### config.mk
export PLATFORM = sky130hd
export DESIGN_NAME = sram_mem_controller_flat
export DESIGN_NICKNAME = d
export VERILOG_FILES = /design/src/rtl/sram_mem_controller_if.sv /design/src/rtl/sram_mem_controller.sv /design/src/flat_wrapper.sv
export SDC_FILE = /design/constraint.sdc
export NUM_CORES = 1
export LEC_CHECK = 0
export CAP_MARGIN = 30
export CORE_MARGIN = 2
export CORE_UTILIZATION = 30
export CTS_CLUSTER_DIAMETER = 50
export DETAILED_ROUTE_END_ITERATION = 16
export HOLD_SLACK_MARGIN = 0.08
export PLACE_DENSITY = 0.66
export RECOVER_POWER = 25
export SLEW_MARGIN = 20
export SYNTH_ARGS = -nofsm -noshare
export SYNTH_HDL_FRONTEND = slang
export SYNTH_SLANG_ARGS = --single-unit
### constraint.sdc
create_clock -name clk -period 3.6 [get_ports clk]
set_input_delay 0.54 -clock clk [delete_from_list [all_inputs] [get_ports clk]]
set_output_delay 0.54 -clock clk [all_outputs]
set_load 0.03 [all_outputs]
### src/rtl/sram_mem_controller_if.sv
// Bundle of pipeline-side and SRAM-pad signals for sram_mem_controller.
// slave = the controller, master = the pipeline/pad side driving it.
interface sram_mem_controller_if #(
   parameter int ADDR_W = 18
);
   logic              mem_r_en;
   logic              mem_w_en;
   logic [31:0]       address;
   logic [31:0]       wdata;
   logic [31:0]       rdata;
   logic              ready;
   logic [ADDR_W-1:0] sram_addr;
   logic [15:0]       sram_dq_o;
   logic [15:0]       sram_dq_i;
   logic              sram_dq_oe;
   logic              sram_we_n;

   modport slave (
      input  mem_r_en, mem_w_en, address, wdata, sram_dq_i,
      output rdata, ready, sram_addr, sram_dq_o, sram_dq_oe, sram_we_n
   );

   modport master (
      output mem_r_en, mem_w_en, address, wdata, sram_dq_i,
      input  rdata, ready, sram_addr, sram_dq_o, sram_dq_oe, sram_we_n
   );
endinterface

### src/rtl/sram_mem_controller.sv
// Splits 32-bit MEM-stage loads/stores into two 16-bit async SRAM cycles with wait states.
// Optional SRAM_LAST_READ_EN adds a one-entry last-read buffer that short-circuits repeat loads.
module sram_mem_controller #(
   parameter int ADDR_W      = 18,
   parameter int WAIT_CYCLES = 1
) (
   input logic                   clk,
   input logic                   rst,
   sram_mem_controller_if.slave  bus
);
   localparam logic [1:0] S_IDLE = 2'd0;
   localparam logic [1:0] S_LO   = 2'd1;
   localparam logic [1:0] S_HI   = 2'd2;
   localparam logic [1:0] S_DONE = 2'd3;

   // Counter is 5 bits so P-1 = 16 still fits when WAIT_CYCLES = 15.
   localparam logic [4:0] WE_LAST  = 5'(WAIT_CYCLES);
   localparam logic [4:0] CNT_LAST = 5'(WAIT_CYCLES + 1);

   logic [1:0]        r_state;
   logic [4:0]        r_cnt;
   logic              r_write;
   logic [ADDR_W-2:0] r_idx;
   logic [31:0]       r_wdata;
   logic [15:0]       r_lo;
   logic [31:0]       r_rdata;
   logic [ADDR_W-1:0] r_addr;
   logic [15:0]       r_dq_o;
   logic              r_oe;
   logic              r_we_n;

   logic              w_req;
   logic [ADDR_W-2:0] w_idx;
   logic              w_hit;
   logic [31:0]       w_hit_data;
   logic              w_phase_end;
   logic              w_unused;

   assign w_req       = bus.mem_r_en | bus.mem_w_en;
   assign w_idx       = bus.address[ADDR_W:2];
   assign w_phase_end = (r_state == S_LO || r_state == S_HI) && (r_cnt == CNT_LAST);
   assign w_unused    = &{1'b0, bus.address[31:ADDR_W+1], bus.address[1:0]};

`ifdef SRAM_LAST_READ_EN
   logic              r_lr_valid;
   logic [ADDR_W-2:0] r_lr_idx;
   logic [31:0]       r_lr_data;

   assign w_hit      = bus.mem_r_en && !bus.mem_w_en && r_lr_valid && (r_lr_idx == w_idx);
   assign w_hit_data = r_lr_data;

   always_ff @(posedge clk or negedge rst) begin
      if (!rst) begin
         r_lr_valid <= 1'b0;
      end else if (r_state == S_IDLE && bus.mem_w_en && r_lr_idx == w_idx) begin
         r_lr_valid <= 1'b0;
      end else if (w_phase_end && r_state == S_HI && !r_write) begin
         r_lr_valid <= 1'b1;
      end
   end

   // NOTE: index/data need no reset; r_lr_valid gates every use of them.
   always_ff @(posedge clk) begin
      if (w_phase_end && r_state == S_HI && !r_write) begin
         r_lr_idx  <= r_idx;
         r_lr_data <= {bus.sram_dq_i, r_lo};
      end
   end
`else
   assign w_hit      = 1'b0;
   assign w_hit_data = 32'h0;
`endif

   // NOTE: all state uses non-blocking assignments so every register sees pre-edge values.
   always_ff @(posedge clk or negedge rst) begin
      if (!rst) begin
         r_state <= S_IDLE;
         r_cnt   <= '0;
         r_write <= 1'b0;
         r_idx   <= '0;
         r_wdata <= '0;
         r_lo    <= '0;
         r_rdata <= '0;
         r_addr  <= '0;
         r_dq_o  <= '0;
         r_oe    <= 1'b0;
         r_we_n  <= 1'b1;
      end else begin
         case (r_state)
            S_IDLE: begin
               if (w_req) begin
                  r_write <= bus.mem_w_en;
                  r_idx   <= w_idx;
                  r_wdata <= bus.wdata;
                  if (w_hit) begin
                     r_state <= S_DONE;
                     r_rdata <= w_hit_data;
                  end else begin
                     r_state <= S_LO;
                     r_cnt   <= '0;
                     r_addr  <= {w_idx, 1'b0};
                     r_oe    <= bus.mem_w_en;
                     r_we_n  <= !bus.mem_w_en;
                     if (bus.mem_w_en) r_dq_o <= bus.wdata[15:0];
                  end
               end
            end
            S_LO, S_HI: begin
               r_cnt <= r_cnt + 5'd1;
               // Last cycle of each phase is the write hold/recovery cycle.
               if (r_cnt == WE_LAST) r_we_n <= 1'b1;
               if (r_cnt == CNT_LAST) begin
                  r_cnt <= '0;
                  if (r_state == S_LO) begin
                     r_lo    <= bus.sram_dq_i;
                     r_state <= S_HI;
                     r_addr  <= {r_idx, 1'b1};
                     r_we_n  <= !r_write;
                     if (r_write) r_dq_o <= r_wdata[31:16];
                  end else begin
                     r_state <= S_DONE;
                     if (!r_write) r_rdata <= {bus.sram_dq_i, r_lo};
                  end
               end
            end
            default: begin
               r_state <= S_IDLE;
               r_oe    <= 1'b0;
            end
         endcase
      end
   end

   assign bus.ready      = (r_state == S_DONE) || (r_state == S_IDLE && !w_req);
   assign bus.rdata      = r_rdata;
   assign bus.sram_addr  = r_addr;
   assign bus.sram_dq_o  = r_dq_o;
   assign bus.sram_dq_oe = r_oe;
   assign bus.sram_we_n  = r_we_n;
endmodule

### src/flat_wrapper.sv
// flat-port wrapper written by rule: the top's interface ports become plain ports
module sram_mem_controller_flat 
#(
   parameter int ADDR_W      = 18,
   parameter int WAIT_CYCLES = 1
)
  (clk, rst, bus_mem_r_en, bus_mem_w_en, bus_address, bus_wdata, bus_sram_dq_i, bus_rdata, bus_ready, bus_sram_addr, bus_sram_dq_o, bus_sram_dq_oe, bus_sram_we_n);
  sram_mem_controller_if #(.ADDR_W(ADDR_W)) bus_i ();
  input logic clk;
  input logic rst;
  input wire logic [$bits(bus_i.mem_r_en)-1:0] bus_mem_r_en;
  input wire logic [$bits(bus_i.mem_w_en)-1:0] bus_mem_w_en;
  input wire logic [$bits(bus_i.address)-1:0] bus_address;
  input wire logic [$bits(bus_i.wdata)-1:0] bus_wdata;
  input wire logic [$bits(bus_i.sram_dq_i)-1:0] bus_sram_dq_i;
  output wire logic [$bits(bus_i.rdata)-1:0] bus_rdata;
  output wire logic [$bits(bus_i.ready)-1:0] bus_ready;
  output wire logic [$bits(bus_i.sram_addr)-1:0] bus_sram_addr;
  output wire logic [$bits(bus_i.sram_dq_o)-1:0] bus_sram_dq_o;
  output wire logic [$bits(bus_i.sram_dq_oe)-1:0] bus_sram_dq_oe;
  output wire logic [$bits(bus_i.sram_we_n)-1:0] bus_sram_we_n;
  assign bus_i.mem_r_en = bus_mem_r_en;
  assign bus_i.mem_w_en = bus_mem_w_en;
  assign bus_i.address = bus_address;
  assign bus_i.wdata = bus_wdata;
  assign bus_i.sram_dq_i = bus_sram_dq_i;
  assign bus_rdata = bus_i.rdata;
  assign bus_ready = bus_i.ready;
  assign bus_sram_addr = bus_i.sram_addr;
  assign bus_sram_dq_o = bus_i.sram_dq_o;
  assign bus_sram_dq_oe = bus_i.sram_dq_oe;
  assign bus_sram_we_n = bus_i.sram_we_n;
  sram_mem_controller #(.ADDR_W(ADDR_W), .WAIT_CYCLES(WAIT_CYCLES)) u_core (.clk(clk), .rst(rst), .bus(bus_i));
endmodule
## Word level (Yosys, flattened, before mapping)

Cells that the tools add are included.

- Shift operators: 0
- $lt $le $gt $ge: 0
- Multiplexer cells: 24
- Reductions and logical operators: 16
- Multipliers: 0
- Equality and inequality tests: 10
- Add/sub/neg operators: 1
- Div/mod/pow operators: 0
- Bitwise operators: 4

Operators by type and width:

| cell | count |
|---|---|
| 2-to-1 mux 16 bit | 5 |
| 2-to-1 mux 18 bit | 3 |
| case mux 18 bit (2 select lines) | 1 |
| case mux 16 bit (2 select lines) | 1 |
| 2-to-1 mux 5 bit | 2 |
| case mux 5 bit (2 select lines) | 1 |
| != test 2 x 1 -> 1 bit (second input constant) | 4 |
| AND reduction 2 bit | 4 |
| AND reduction 4 bit | 2 |
| 2-to-1 mux 1 bit | 6 |
| AND reduction 6 bit | 1 |
| adder 5 x 1 -> 5 bit (second input constant) | 1 |
| == test 5 x 1 -> 1 bit (second input constant) | 1 |
| == test 5 x 2 -> 1 bit (second input constant) | 1 |
| == test 2 bit (second input constant) | 2 |
| 2-to-1 mux 2 bit | 2 |
| case mux 1 bit (2 select lines) | 2 |
| case mux 2 bit (2 select lines) | 1 |
| logical NOT 1 bit | 3 |
| NOT 1 bit | 3 |
| AND reduction 3 bit | 1 |
| == test 2 x 1 -> 1 bit (second input constant) | 1 |
| logical NOT 2 bit | 1 |
| != test 2 bit (second input constant) | 1 |
| 5 further kinds | 5 |

- Latch bits: 0
- Memories kept: 0
- Logic and storage cells: 66
- Memory bits (writable): 0
- Bits of input ports: 84
- Flip-flop bits (word level): 141
- Output and inout port bits: 69
- Bits in read-only memories: 0

## Longest topological paths before layout

Gate-level depths: netlist of run 1.

- Depth after elaboration: 5
- Gate-level depth with buffers: 8
- Mapped depth without buffers: 6

## Worst setup path after synthesis of run 1

No wires, ideal clock.

- Kind: flip-flop to flip-flop
- From: register u_core.r_cnt[0]
- To: register u_core.r_dq_o[10], in the netlist u_core.bus.sram_dq_o[10]
- Path buffers: 2
- Stages on the path, launching flop included: 9
- Clock period less this slack: 2.448 ns
- Required time: 3.475 ns
- Slack: 1.152 ns
- Arrival: 2.323 ns
- Setup time: 0.125 ns
- Cells stage by stage: dfrtp_1 > inv_1 > ha_1 > or4b_4 > and2_4 > or4_4 > buf_6 > buf_12 > mux2_4

- Word-level cells in the longest chain between the ends: 3

RTL lines:

| what | line | text |
|---|---|---|
| start, declared | sram_mem_controller.sv:21 | `logic [4:0] r_cnt;` |
| start signal, assigned | sram_mem_controller.sv:109 | `r_cnt <= r_cnt + 5'd1;` |
| == test 5 x 2 -> 1 bit | n/a |  |
| != test 2 x 1 -> 1 bit (no line) | n/a |  |
| AND reduction 6 bit (no line) | n/a |  |
| end signal, assigned | sram_mem_controller.sv:104 | `if (bus.mem_w_en) r_dq_o <= bus.wdata[15:0];` |
| end signal, assigned | sram_mem_controller.sv:119 | `if (r_write) r_dq_o <= r_wdata[31:16];` |
| end, declared | sram_mem_controller.sv:28 | `logic [15:0] r_dq_o;` |

No other way between the ends.
A chain may end at the register's enable or synchronous reset.

## Final worst setup path of run 1

- From: register u_core.r_state[1]
- To: output bus_ready

- Word-level cells in the longest chain between the ends: 3
- Elaborated cells between the ends (all ways): 4
- Classes of those cells: eq/ne: 1; reduce/logical: 3

RTL lines:

| what | line | text |
|---|---|---|
| start, declared | sram_mem_controller.sv:20 | `logic [1:0] r_state;` |
| start signal, assigned | sram_mem_controller.sv:77 | `r_state <= S_IDLE;` |
| start signal, assigned | sram_mem_controller.sv:96 | `r_state <= S_DONE;` |
| start signal, assigned | sram_mem_controller.sv:99 | `r_state <= S_LO;` |
| logical NOT 2 bit | sram_mem_controller.sv:134 | `assign bus.ready = (r_state == S_DONE) \|\| (r_state == S_IDLE && !w_req);` |
| logical AND 1 bit | sram_mem_controller.sv:134 |  |
| logical OR 1 bit * | sram_mem_controller.sv:134 |  |
| end, declared | flat_wrapper.sv:17 | `output wire logic [$bits(bus_i.ready)-1:0] bus_ready;` |

Every way passes the cells marked *; elsewhere a longest branch is shown, timed or not.

==> out/metrics.cfg, run 1 <==
[detailed_routing]
vias=3458
wl_um=11700
drc=0
first_pass_iters=4
ant_nets=0
first_iter_violations=104
post_drt_via_cell_ratio=4.57
avgRoutedWirePerCell_um=15.5

[worst_setup_path]
r2r_slack_ns=1.06
r2r_start=u_core.r_cnt[0]
cp_max_fo=7
reg2reg_depth=6
arrival_ns=2.45
end_kind=output port
cp-start-kind=flop
path_class=flop to output port
reg2reg_to=u_core.bus.sram_dq_o[7]
required_ns=3.06

[sta]
tns_ns=0
setup_viol=0
worst_pin_slew_ns=2.54
hold_violations=0
slew_viol_final=46
relSlewSlack=-0.691
worst_clock_skew_ns=0.00577
fin_crit_ns=2.99
layout_worst_path_cycle_share=0.830
fmax_mhz=335
rsz0062_at_grt=no
timing.final.ws_setup_ns=0.611

[clock_tree]
clock_sinks=125
holdBufCountCts=0
post-cts-setup-buffers=0
cts.htree.levels=4
root_buffer=clkbuf_16
cts_tree=yes
clockBufferDepth=2
post_cts_resized=0
clock_latency_ns=0.41
numCtsBuffers=17
clk_pin_slew_ns=0.05

[layout]
area_growth_pct=41.7
drive_gt1_frac=0.293
nets=614
fillers=1600
final_util=0.436
antennaDiodeCount=0

[outcome]
outcome=finished, violations left
violations=capacitance limit, slew limit

[floorplan]
core.rowCount=48
initial_core_util=0.308
coreArea_um2=17300
io_pins=153
die_area_um2=18800
die-height_um=137
die_w_um=137

[pwr]
switching_share=0.362
power_frac_seq=0.311
p_int_mw=5.06
power.total_mw=7.93
combPwrFrac=0.485
clkPwrFrac=0.204
ir_drop_v=0.000420
p_sw_mw=2.87
p_leak_nw=3.21
power_density_nw_per_um2=1050

[yosys]
ys_types=38
synth_ff_type=dfrtp_1
synth_enable_flop_cells=0
syn_nets=469
ys_top_cells_by_area=dfrtp_1 (58%), mux2_2 (22%), mux2i_1 (3.2%), mux2_4 (2.8%), ha_1 (2.1%)
synth-seq-cells=125
synth_area_um2=5320
async_flop_share=1.00
post-synth-top-count-cell=dfrtp_1
yosys-top-cells-count=dfrtp_1 (124), mux2_2 (103), a21oi_1 (22), nor2_1 (22), mux2i_1 (17)
yosysTopAreaCell=dfrtp_1
seq_area_frac_synth=0.588
syn_inst=376
synth.avg_cell_area_um2=14.2
synth_top_cell_area_share=0.583
ys.warnings.count=0

[placed_design]
io_buffers=137
pre_cts_slack_ns=0.741
hpwl_um=8020
place.gp.congestion=0.758

[hold_path]
hold_class=flop to flop
holdPathEnd=u_core.r_wdata[23]
min-delay-start=u_core.r_wdata[23]
min_path_cells=1

[global_route]
grt_max_degree=59
grt_pass1_wl_um=18300
antenna_found_initial=0
grt_pass1_vias=3665
grt_usage=0.128
overflow=0

[run]
cap_violations=1

[logic make-up after synthesis]
logic type               share of synthesized area
AO/OA/AOI/OAI                               0.0454
adder cells (fa/ha/maj)                     0.0212
buffers and inverters                       0.0214
flip-flops                                   0.588
multiplexers                                 0.278
AND/OR/NAND/NOR                             0.0461
[worst max-delay path, stage by stage, from the launching register on]
cell and delay (ns):
dfrtp_1 0.43, inv_1 0.13, ha_2 0.28, nor3b_1 0.33
or2_2 0.17, clkdlybuf4s50_1 0.70
[cells in the final DEF, fill, tap and decap left out, drive strengths merged, types with 2 or more instances in the layout]
cell type	n
or4	2
a21oi	22
clkinv	3
clkinvlp	2
o21ai	4
nor3	2
mux2	113
and3	2
inv	6
nor2	22
ha	9
dfrtp	124
o211ai	2
clkdlybuf4s50	136
o31ai	3
mux2i	17
nand3	4
buf	7
nand2	8
a22o	2
clkbuf	24
bufinv	2
or2	2
[power groups by stage]
stage	clock network [mW]	logic (mW)	registers, mW
global placement	0	3.83	2.44
finish	1.62	3.84	2.47
detailed placement	0	3.90	2.49
global route	1.73	4.12	2.55
CTS	1.68	3.92	2.47
floorplan	0	1.95	3.13
[layout make-up]
class,instances,area (µm²),area share
clock buffer,23,468,0.0621
multi-input combinational,227,2110,0.279
tap,225,282,0.0373
inverter,6,22.5,0.00299
clock inverter,7,90.1,0.0119
timing repair buffer,144,1440,0.191
sequential,125,3130,0.415
[metrics by stage]
stage / std cells / hold WS [ns] / cell area, µm²
2_1_floorplan: 376 / 0.244 / 5320
3_5_place_dp: 727 / 0.489 / 6990
4_1_cts: 757 / 0.138 / 7540
6_report: 757 / 0.499 / 7540
5_1_grt: 757 / 0.511 / 7540
3_3_place_gp: 727 / 0.480 / 6990
[registers in the layout, indices dropped and copies added, names as in the netlist]
register / flops
u_core.bus.sram_we_n: 1
u_core.r_state: 2
u_core.bus.sram_dq_o: 16
u_core.r_lo: 16
u_core.bus.sram_addr: 18
u_core.r_wdata: 16
u_core.r_write: 1
u_core.bus.rdata: 32
u_core.r_idx: 17
u_core.bus.sram_dq_oe: 1
u_core.r_cnt: 5
[worst max path at each step]
stage | from | to | slack (ns) | cells past startpoint
2_1_floorplan | u_core.r_cnt[0] | u_core.bus.sram_dq_o[10] | 1.15 | 8
3_3_place_gp | bus_mem_w_en | bus_ready | 0.73 | 4
3_5_place_dp | bus_mem_w_en | bus_ready | 0.74 | 4
4_1_cts | u_core.r_state[1] | bus_ready | 0.59 | 5
5_1_grt | u_core.r_state[0] | bus_ready | 0.50 | 5
6_report | u_core.r_state[1] | bus_ready | 0.61 | 5
[per-layer routing]
metal  share of wire  global-route usage
met5               0                   0
met4           0.010              0.0498
met3           0.075              0.0530
met2            0.49               0.207
met1            0.42               0.152
(Power assumes the default switching activity.)
==> run 2, diff against run 1 <==
clock period = 2.75 ns   (was 3.6 ns; I/O delays follow)
==> out/metrics.cfg, run 2 (same netlist as run 1, synthesis figures left out) <==
[sta]
setup_viol=0
timing.hold.ws_ns=0.495
worst_pin_slew_ns=1.50
relSlewSlack=-0.000104
rsz0062_at_grt=no
fin_crit_ns=2.53
tns_ns=0
slew_viol_final=13
worst_clock_skew_ns=0.00611
fmax_mhz=395
layout_worst_path_cycle_share=0.920
hold_violations=0

[global_route]
grt_util_met2=0.224
grt_pass1_wl_um=19000
grt_usage=0.132
antenna_found_initial=0
met1_usage=0.154
overflow=0
grt_max_degree=61
grt_pass1_vias=3779
top_usage_layer=met2
use_met3=0.0511

[floorplan]
die-height_um=137
initial_core_util=0.308
coreArea_um2=17300
die_w_um=137
io_pins=153
core.rowCount=48
die_area_um2=18800

[detailed_routing]
vias=3483
ant_nets=0
post_drt_via_cell_ratio=4.56
drc=0
first_pass_iters=4
avgRoutedWirePerCell_um=15.8
wl_um=12000
first_iter_violations=159

[layout]
antennaDiodeCount=0
nets=619
final_common_cell=clkdlybuf4s50_1
largest_reg_flops=32
final_util=0.440
layout_common_cells=clkdlybuf4s50_1 (135), dfrtp_1 (124), mux2_2 (103)
drive_gt1_frac=0.310
area_growth_pct=43.0

[pwr]
switching_share=0.363
p_leak_nw=3.25
ir_drop_v=0.000722
p_int_mw=6.70
power_frac_seq=0.308
power_density_nw_per_um2=1380
combPwrFrac=0.480
power.total_mw=10.5
p_sw_mw=3.82
clkPwrFrac=0.212

[run]
cap_violations=1

[placed_design]
hpwl_um=8200
io_buffers=137
place.gp.congestion=0.762

[worst_setup_path]
cp_max_fo=16
arrival_ns=2.83
path_class=flop to flop
cp-start-kind=flop
end_kind=flop
required_ns=3.04

[clock_tree]
cts.htree.levels=4
clock_sinks=125
clock_latency_ns=0.41
numCtsBuffers=17
cts_tree=yes
clk_pin_slew_ns=0.06
clockBufferDepth=2
post-cts-setup-buffers=0
root_buffer=clkbuf_16

[outcome]
violations=capacitance limit, slew limit
outcome=finished, violations left

[hold_path]
hold_class=primary input to async pin

-- run 2: layout make-up --
type	count	area (µm²)
Multi-Input combinational cell	227	2110
Fill cell	1589	9690
Clock buffer	23	488
Inverter	6	22.5
Tap cell	225	282
Sequential cell	125	3130
Timing Repair Buffer	149	1470
Clock inverter	9	110
-- run 2: critical path, cell delays in order (launching register included) --
cell and delay [ns]:
dfrtp_1 0.44, inv_1 0.09, ha_1 0.17, or4b_4 0.51
and2_4 0.20, or4_4 0.65, mux2_4 0.35
-- run 2: worst paths after layout --
kind                                            to  slack [ns]             from  depth (start not counted)
setup / recovery           u_core.bus.sram_dq_o[8]        0.22  u_core.r_cnt[0]                          6
max in group asynchronous  u_core.bus.sram_dq_o[3]        0.44              rst                          3
hold reg to reg                u_core.bus.rdata[9]        0.50   u_core.r_lo[9]                          1
min in group clk               u_core.bus.rdata[9]        0.50   u_core.r_lo[9]                          1
setup reg to reg           u_core.bus.sram_dq_o[8]        0.22  u_core.r_cnt[0]                          6
hold / removal                  u_core.r_wdata[16]        0.49              rst                          2
-- run 2: power groups by stage --
| stage | clock network, mW | logic [mW] | registers, mW |
|---|---|---|---|
| after floorplan | 0 | 2.56 | 4.10 |
| after global placement | 0 | 5.00 | 3.21 |
| after detailed placement | 0 | 5.11 | 3.26 |
| after CTS | 2.30 | 5.13 | 3.24 |
| after global routing | 2.39 | 5.41 | 3.35 |
| final | 2.23 | 5.05 | 3.24 |
-- run 2: metal layers --
| layer | vias to the layer above | wire, µm |
|---|---|---|
| li1 | 1645 | - |
| met1 | 1733 | 5180 |
| met2 | 96 | 5950 |
| met3 | 9 | 804 |
| met4 | 0 | 109 |
| met5 | - | 0 |
-- run 2: what timing repair did --
action,CTS,global route
setup endpoints to repair,1,0
hold buffers,1,0
hold endpoints to repair,30,0
resized for setup,1,0
-- run 2: through the flow --
| stage | cells | area, µm² | setup slack [ns] |
|---|---|---|---|
| after floorplan | 376 | 5320 | 0.302 |
| after global placement | 731 | 7010 | 0.259 |
| after detailed placement | 731 | 7010 | 0.213 |
| after CTS | 764 | 7630 | 0.190 |
| after global routing | 764 | 7610 | 0.0492 |
| final | 764 | 7610 | 0.219 |
